`config.mk`:
```
export PLATFORM = sky130hd
export DESIGN_NAME = fb_read_arbiter
export DESIGN_NICKNAME = d
export VERILOG_FILES = /design/src/rtl/fb_read_arbiter.sv
export SDC_FILE = /design/constraint.sdc
export NUM_CORES = 1
export LEC_CHECK = 0
export ABC_CLOCK_PERIOD_IN_PS = 1720
export BUFFER_PORTS_ARGS = -buffer_cell sky130_fd_sc_hd__buf_2
export CAP_MARGIN = 20
export CORE_AREA = 2 2 66 68
export CTS_BUF_LIST = sky130_fd_sc_hd__clkbuf_8 sky130_fd_sc_hd__clkbuf_16
export DETAILED_ROUTE_END_ITERATION = 10
export DIE_AREA = 0 0 68 70
export PLACE_DENSITY = 0.73
export SETUP_SLACK_MARGIN = 0.15
export SLEW_MARGIN = 20
export SYNTH_ARGS = -nofsm -noshare
export SYNTH_HDL_FRONTEND = slang
export SYNTH_SLANG_ARGS = --single-unit
```
`constraint.sdc`:
```
create_clock -name aclk -period 1.72 [get_ports aclk]
set_clock_uncertainty 0.15 [all_clocks]
set_input_delay 0.086 -clock aclk [delete_from_list [all_inputs] [get_ports aclk]]
set_output_delay 0.086 -clock aclk [all_outputs]
set_load 0.05 [all_outputs]
```
`src/rtl/fb_read_arbiter.sv`:
```
// fb_read_arbiter
// Shares the single read port (port B) of the downsampled frame buffer between
// the host readback path and a streaming reader. Arbitration is round-robin
// with one grant per cycle. Read data comes back in grant order, steered to
// its owner by a tag that travels alongside the BRAM read latency.
//
// Optional feature: define FB_ARB_RANGE_CHECK_EN to reject addresses at or
// above FRAME_SIZE. Such a read is still acked and uses its slot, but the BRAM
// is not enabled. It returns zero data with the owner's err flag set. Without
// the macro, every address goes to the BRAM unchanged and the err outputs are
// tied low.

module fb_read_arbiter #(
    parameter int FRAME_SIZE = 76800,
    parameter int ADDR_W     = 17,
    parameter int DATA_W     = 16,
    parameter int RD_LAT     = 1
) (
    input  logic              aclk,
    input  logic              areset,

    input  logic              host_req,
    input  logic [ADDR_W-1:0] host_addr,
    output logic              host_ack,
    output logic              host_rvalid,
    output logic [DATA_W-1:0] host_rdata,
    output logic              host_err,

    input  logic              strm_req,
    input  logic [ADDR_W-1:0] strm_addr,
    output logic              strm_ack,
    output logic              strm_rvalid,
    output logic [DATA_W-1:0] strm_rdata,
    output logic              strm_err,

    output logic              bram_en,
    output logic [ADDR_W-1:0] bram_addr,
    input  logic [DATA_W-1:0] bram_dout
);

    // Reject configurations where the frame cannot be addressed or the
    // return pipeline depth is unsupported.
    if (FRAME_SIZE > (1 << ADDR_W) || RD_LAT < 1 || RD_LAT > 2) begin : g_cfg_check
        $error("fb_read_arbiter: unsupported FRAME_SIZE/ADDR_W/RD_LAT combination");
    end

    // Records who won the most recent grant. The other requester wins the
    // next tie.
    typedef enum logic {
        LAST_HOST = 1'b0,
        LAST_STRM = 1'b1
    } last_t;

    last_t             last_q;

    logic              grant;
    logic              grant_strm;
    logic [ADDR_W-1:0] grant_addr;
    logic              grant_oor;

    // Tag pipeline: index 0 is loaded at the grant edge, alongside bram_en.
    // Index RD_LAT lines up with the cycle in which bram_dout is valid.
    logic              vld_p  [0:RD_LAT];
    logic              own_p  [0:RD_LAT];
    logic              oor_p  [0:RD_LAT];

    logic              ret_vld;
    logic              ret_strm;
    logic              ret_oor;

    // Return data for a rejected address is forced to zero. Otherwise the
    // BRAM output passes through untouched.
    function automatic logic [DATA_W-1:0] mask_rdata(input logic          zero,
                                                     input logic [DATA_W-1:0] dout);
        return zero ? '0 : dout;
    endfunction

`ifdef FB_ARB_RANGE_CHECK_EN
    // An address is out of range once it reaches FRAME_SIZE.
    function automatic logic out_of_range(input logic [ADDR_W-1:0] a);
        return a >= ADDR_W'(FRAME_SIZE);
    endfunction
`else
    // Without the range check, every address is forwarded to the BRAM.
    function automatic logic out_of_range(input logic [ADDR_W-1:0] a);
        return (a != a);
    endfunction
`endif

    // Combinational grant: a lone requester always wins, and on a tie the
    // requester that did not win last time wins. Both acks are held low
    // while in reset.
    always_comb begin
        host_ack = 1'b0;
        strm_ack = 1'b0;
        if (!areset) begin
            if (host_req && strm_req) begin
                host_ack = (last_q == LAST_STRM);
                strm_ack = (last_q == LAST_HOST);
            end else begin
                host_ack = host_req;
                strm_ack = strm_req;
            end
        end
        grant      = host_ack | strm_ack;
        grant_strm = strm_ack;
        grant_addr = strm_ack ? strm_addr : host_addr;
        grant_oor  = grant && out_of_range(grant_addr);
    end

    // Round-robin pointer: follows the winner and holds when nothing is
    // granted.
    always_ff @(posedge aclk or posedge areset) begin
        if (areset) begin
            last_q <= LAST_STRM;
        end else if (grant) begin
            last_q <= grant_strm ? LAST_STRM : LAST_HOST;
        end
    end

    // ---- stage p0: BRAM request registered one cycle after the ack ----
    // The address is captured on every grant. The enable is suppressed for
    // rejected addresses, so the BRAM never sees them.
    always_ff @(posedge aclk or posedge areset) begin
        if (areset) begin
            bram_en   <= 1'b0;
            bram_addr <= '0;
        end else begin
            bram_en <= grant && !grant_oor;
            if (grant) begin
                bram_addr <= grant_addr;
            end
        end
    end

    // ---- stages p0..pRD_LAT: tag shift register tracking the BRAM latency ----
    // Reset clears every tag, so reads in flight are dropped.
    always_ff @(posedge aclk or posedge areset) begin
        if (areset) begin
            for (int i = 0; i <= RD_LAT; i++) begin
                vld_p[i] <= 1'b0;
                own_p[i] <= 1'b0;
                oor_p[i] <= 1'b0;
            end
        end else begin
            vld_p[0] <= grant;
            own_p[0] <= grant_strm;
            oor_p[0] <= grant_oor;
            for (int i = 1; i <= RD_LAT; i++) begin
                vld_p[i] <= vld_p[i-1];
                own_p[i] <= own_p[i-1];
                oor_p[i] <= oor_p[i-1];
            end
        end
    end

    // ---- return: decode the tag leaving the pipeline and steer it to its owner ----
    // The non-owner's rdata still shows bram_dout. That requester ignores it
    // because its rvalid is low.
    always_comb begin
        ret_vld     = vld_p[RD_LAT];
        ret_strm    = own_p[RD_LAT];
        ret_oor     = oor_p[RD_LAT];
        host_rvalid = ret_vld && !ret_strm;
        strm_rvalid = ret_vld &&  ret_strm;
        host_rdata  = mask_rdata(host_rvalid && ret_oor, bram_dout);
        strm_rdata  = mask_rdata(strm_rvalid && ret_oor, bram_dout);
`ifdef FB_ARB_RANGE_CHECK_EN
        host_err    = host_rvalid && ret_oor;
        strm_err    = strm_rvalid && ret_oor;
`else
        host_err    = 1'b0;
        strm_err    = 1'b0;
`endif
    end

endmodule

```
# ---- Yosys cells after proc, flatten, opt, wreduce, memory -nomap -nowiden
# Cells that the tools add are included.
dict set report classes {
  n_addsub 0
  n_div 0
  n_shift 0
  mux 6
  mul 0
  eq_ne 0
  n_reduce_logical 4
  magnitude_cmp 0
  n_bitwise 2
}
# op n
set ops {}
lappend ops {{$mux W17} 1}
lappend ops {{$mux W1} 5}
lappend ops {{$logic_and A1 B1 Y1} 3}
lappend ops {{$logic_not A1 Y1} 1}
lappend ops {{$not A1 Y1} 1}
lappend ops {{$or A1 B1 Y1} 1}
dict set report totals {
  word_cells 18
  romBits 0
  ff_bits 22
  input_bits 54
  latchBits 0
  mem_bits_rw 0
  mem_count 0
}

# ---- Depth between registers and ports, before layout
dict set report depth {
  word_depth 4
  depth_mapped 6
  depth_no_buf 3
}

# ---- Worst setup path before layout
# OpenSTA, ideal clock, no wires.
dict set report synth_timing {
  kind {reg-to-output}
  startpoint {reg last_q}
  endpoint {out host_ack}
  arrival_time_ps 2108
  stages_incl_launch_ff 4
  setup_slack_ps -624
  path_cell_list {dfstp_2 -> clkinv_1 -> buf_2 -> a211oi_1}
}
dict set report synth_between {
  elab_chain_len 2
}
# item line_no
set synth_lines {}
lappend synth_lines {{start: declaration} 54} ;# last_t last_q;
lappend synth_lines {{start signal: assignment} 117} ;# last_q <= grant_strm ? LAST_STRM : LAST_HOST;
lappend synth_lines {{$mux W1} 97} ;# if (host_req && strm_req) begin
lappend synth_lines {{$mux W1} 96} ;# if (!areset) begin
lappend synth_lines {{end: declaration} 24} ;# output logic host_ack,
# Every way passes these cells.

# ---- Final worst setup path
# Ends and elaborated chain as after synthesis.

==> results.sh <==
export IMPL_reg2reg_depth=5
export IMPL_number_of_distinct_library_cells_after_synthesis=18
export IMPL_final_layout_size_suffix_gt1_share_pct=37.85
export IMPL_layout_worst_path_cycle_share_pct=89.49
export IMPL_buffer_ports_inserted=59
export IMPL_cts_tree="yes"
export IMPL_power_per_cell_area_nw_per_um2=816.9
export IMPL_register_to_register_setup_slack_ns=0.27
export IMPL_synth_top_cells_by_area="dfrtp_1, buf_4, o2111ai_1, a31oi_1, o21ai_0"
export IMPL_avg_wl_per_cell_um=14.09
export IMPL_avgViaCountPerCell=4.846
export IMPL_power_sequential_fraction_pct=39.0
export IMPL_finalNetCount=269
export IMPL_tightestPinTransition_ns=0.6582
export IMPL_cts_htree_levels=1
export IMPL_synth_seq_cells=22
export IMPL_grt_first_pass_wirelength_um=5823
export IMPL_timing_slew_headroom_pct=56.12
export IMPL_cp_data_required_time_ns=1.48
export IMPL_sw_share_pct=38.98
export IMPL_yosysSeqAreaShare_pct=39.98
export IMPL_status="completed"
export IMPL_min_from="bram_dout[0]"
export IMPL_drt_first_pass_iters=4
export IMPL_fillCellCount=405
export IMPL_grt_setup_unrepaired="yes"
export IMPL_met3RoutedLength_um=199
export IMPL_leakage_nw=0.8522
export IMPL_clockPowerShare_pct=20.6
export IMPL_tns_ns=0
export IMPL_fmaxAchievable_ghz=0.6497
export IMPL_timing_critical_path_cells="inv_2 -> a211oi_4 -> buf_6"
export IMPL_timing_critical_path_from_type="register"
export IMPL_hold_path_class="in2out"
export IMPL_timing_rr_start="last_q$_DFFE_PP1P_"
export IMPL_timing_hold_worst_path_depth=0
export IMPL_irDropWorstVdd_uv=267.3
export IMPL_flow_area_growth_from_synthesis_pct=39.62
export IMPL_initial_utilization_pct=33.30
export IMPL_critPathMaxFanout=3
export IMPL_syn_instance_count=149
export IMPL_syn_area_per_cell_um2=9.262
export IMPL_drtIter0Drc=133
export IMPL_inserted_diodes=0
export IMPL_final_antenna_net_count=0
export IMPL_final_core_util_pct=46.50
export IMPL_grt_use_total_pct=16.10
export IMPL_critical_path_max_stage_delay_ns=0.54
export IMPL_timing_critical_path_to_type="output port"
export IMPL_critical_path_slowest_cell="dfstp_2"
export IMPL_die_height_um=70
export IMPL_most_frequent_standard_cell_in_the_layout_excluding_fill_and_tap_cells="buf_2"
export IMPL_fp_row_count=24
export IMPL_syn_area_um2=1380
export IMPL_wirelength_um=3748
export IMPL_cts_root_to_sink_buffers=2
export IMPL_hold_slack_ns=0.02204
export IMPL_reg2reg_to="bram_addr[0]$_DFFE_PP0P_"
export IMPL_finalWorstSetupSlack_ns=0.1808
export IMPL_setup_violations=0
export IMPL_drc=0
export IMPL_die_area_um2=4760
export IMPL_dr_max_layer_used="met4"
export IMPL_timing_worst_setup_path_type="reg2out"
export IMPL_design_area_um2=1927
export IMPL_top_level_ports=110
export IMPL_met1Wirelength_um=1581
export IMPL_max_cap_viol_count=0
export IMPL_grt_max_degree=21
export IMPL_synthesis_yosys_warnings=0
export IMPL_finalHoldViolations=0
export IMPL_power_combinational_fraction_pct=40.4
export IMPL_clock_latency_ns=0.26
export IMPL_place_area_um2=1493
export IMPL_overflow=0
export IMPL_period_needed_ns=1.539
export IMPL_detailedPlace_worstSlack_ns=0.2714
export IMPL_cts_root_buf="clkbuf_8"
export IMPL_final_cell_mix="buf_2, dlygate4sd3_1, dfrtp_1"
export IMPL_fp_dieW_um=68
export IMPL_cts_inserted_buffers=3
export IMPL_first_global_vias=1252
export IMPL_synth_top_cell_area_share_pct=38.08
export IMPL_routed_via_count=1289
export IMPL_worst_hold_path_endpoint="host_rdata[0]"
export IMPL_clock_sinks=22
export IMPL_placer_congestion=0.7374
export IMPL_clkTransAtPathRegs_ns=0.08
export IMPL_antenna_found_initial=0
export IMPL_net_switching_mw=0.6135
export IMPL_post_dp_hpwl_um=2401
export IMPL_power_report_internal_total_mw=0.9605
export IMPL_detailroute_wirelength_met2_um=1905
export IMPL_timing_critical_path_arrival_ns=1.30
export IMPL_design_core_area_um2=4144
export IMPL_synth_largest_area_cell="dfrtp_1"
export IMPL_timing_final_max_slew_violations=0
## per-stage QoR
stage,power [mW],cells
detailed placement,1.181,226
global placement,1.176,226
finish,1.574,266
floorplan,1.231,150
global route,1.653,266
CTS,1.572,266
## critical path: cells and delay by family (launching register included)
family / cells / cell delay (ns)
flip-flops: 1 / 0.54
AO/OA/AOI/OAI: 1 / 0.26
buffers and inverters: 2 / 0.24
## cells in the mapped netlist
cell	count
buf_4	36
dfrtp_1	21
nor2_1	18
a31oi_1	17
o2111ai_1	17
o21ai_0	14
buf_2	6
buf_6	5
clkinv_1	3
o21ai_1	3
and2_1	2
a211oi_1	1
conb_1	1
dfstp_2	1
nand2b_1	1
nor2b_1	1
o21ba_1	1
o22ai_1	1
## routing by layer
layer | track usage [%] | vias to the layer above
met2 | 27.40 | 44
li1 | - | 636
met5 | 0 | -
met4 | 6.889 | 0
met1 | 19.43 | 605
met3 | 2.738 | 4
## worst max-delay path by stage
stage,from,depth (start not counted),to
2_1_floorplan,last_q$_DFFE_PP1P_,3,host_ack
3_3_place_gp,last_q$_DFFE_PP1P_,4,bram_addr[10]$_DFFE_PP0P_
3_5_place_dp,last_q$_DFFE_PP1P_,4,bram_addr[10]$_DFFE_PP0P_
4_1_cts,last_q$_DFFE_PP1P_,3,host_ack
5_1_grt,last_q$_DFFE_PP1P_,3,host_ack
6_report,last_q$_DFFE_PP1P_,3,host_ack
## repair_timing
item                                   4_1_cts  5_1_grt
pin swaps                                    1        1
gates cloned                                 0        0
hold buffers                                35        0
gates resized for setup                      5        3
endpoints found under the hold margin       39        0
setup endpoints to repair                    2        3
buffers inserted                             1        0
## area by class of cell
type                            instances  area, µm²  share of cell area [%]
Tap cell                               52      65.06                   3.377
Multi-Input combinational cell         78      481.7                   25.00
Sequential cell                        22      551.8                   28.64
Clock buffer                            3      41.29                   2.143
Clock inverter                          1      3.754                  0.1948
Inverter                                3      11.26                  0.5844
Timing Repair Buffer                  107      772.0                   40.06
## kinds of logic (layout without fill, tap and decap cells)
kind of cell / after synthesis / count (layout) / share of synthesized area (%)
compound gates: 54 / 54 / 26.38
buf+inv: 50 / 114 / 26.65
flops: 22 / 22 / 39.98
simple gates: 22 / 22 / 6.709
other cells: 1 / 2 / 0.2717
## registers in the layout (all words and copies together) (netlist names)
signal / flops
bram_addr: 17
last_q: 1
own_p: 1
ret_strm: 1
ret_vld: 1
vld_p: 1
## power groups by stage
| stage | Clock (mW) | Combinational (mW) | Sequential, mW |
|---|---|---|---|
| after global placement | 0 | 0.551 | 0.624 |
| after detailed placement | 0 | 0.555 | 0.626 |
| after global routing | 0.350 | 0.678 | 0.625 |
| after CTS | 0.324 | 0.633 | 0.615 |
| final | 0.324 | 0.636 | 0.614 |
| after floorplan | 0 | 0.400 | 0.831 |
No activity file was read; power rests on OpenSTA's default activity.
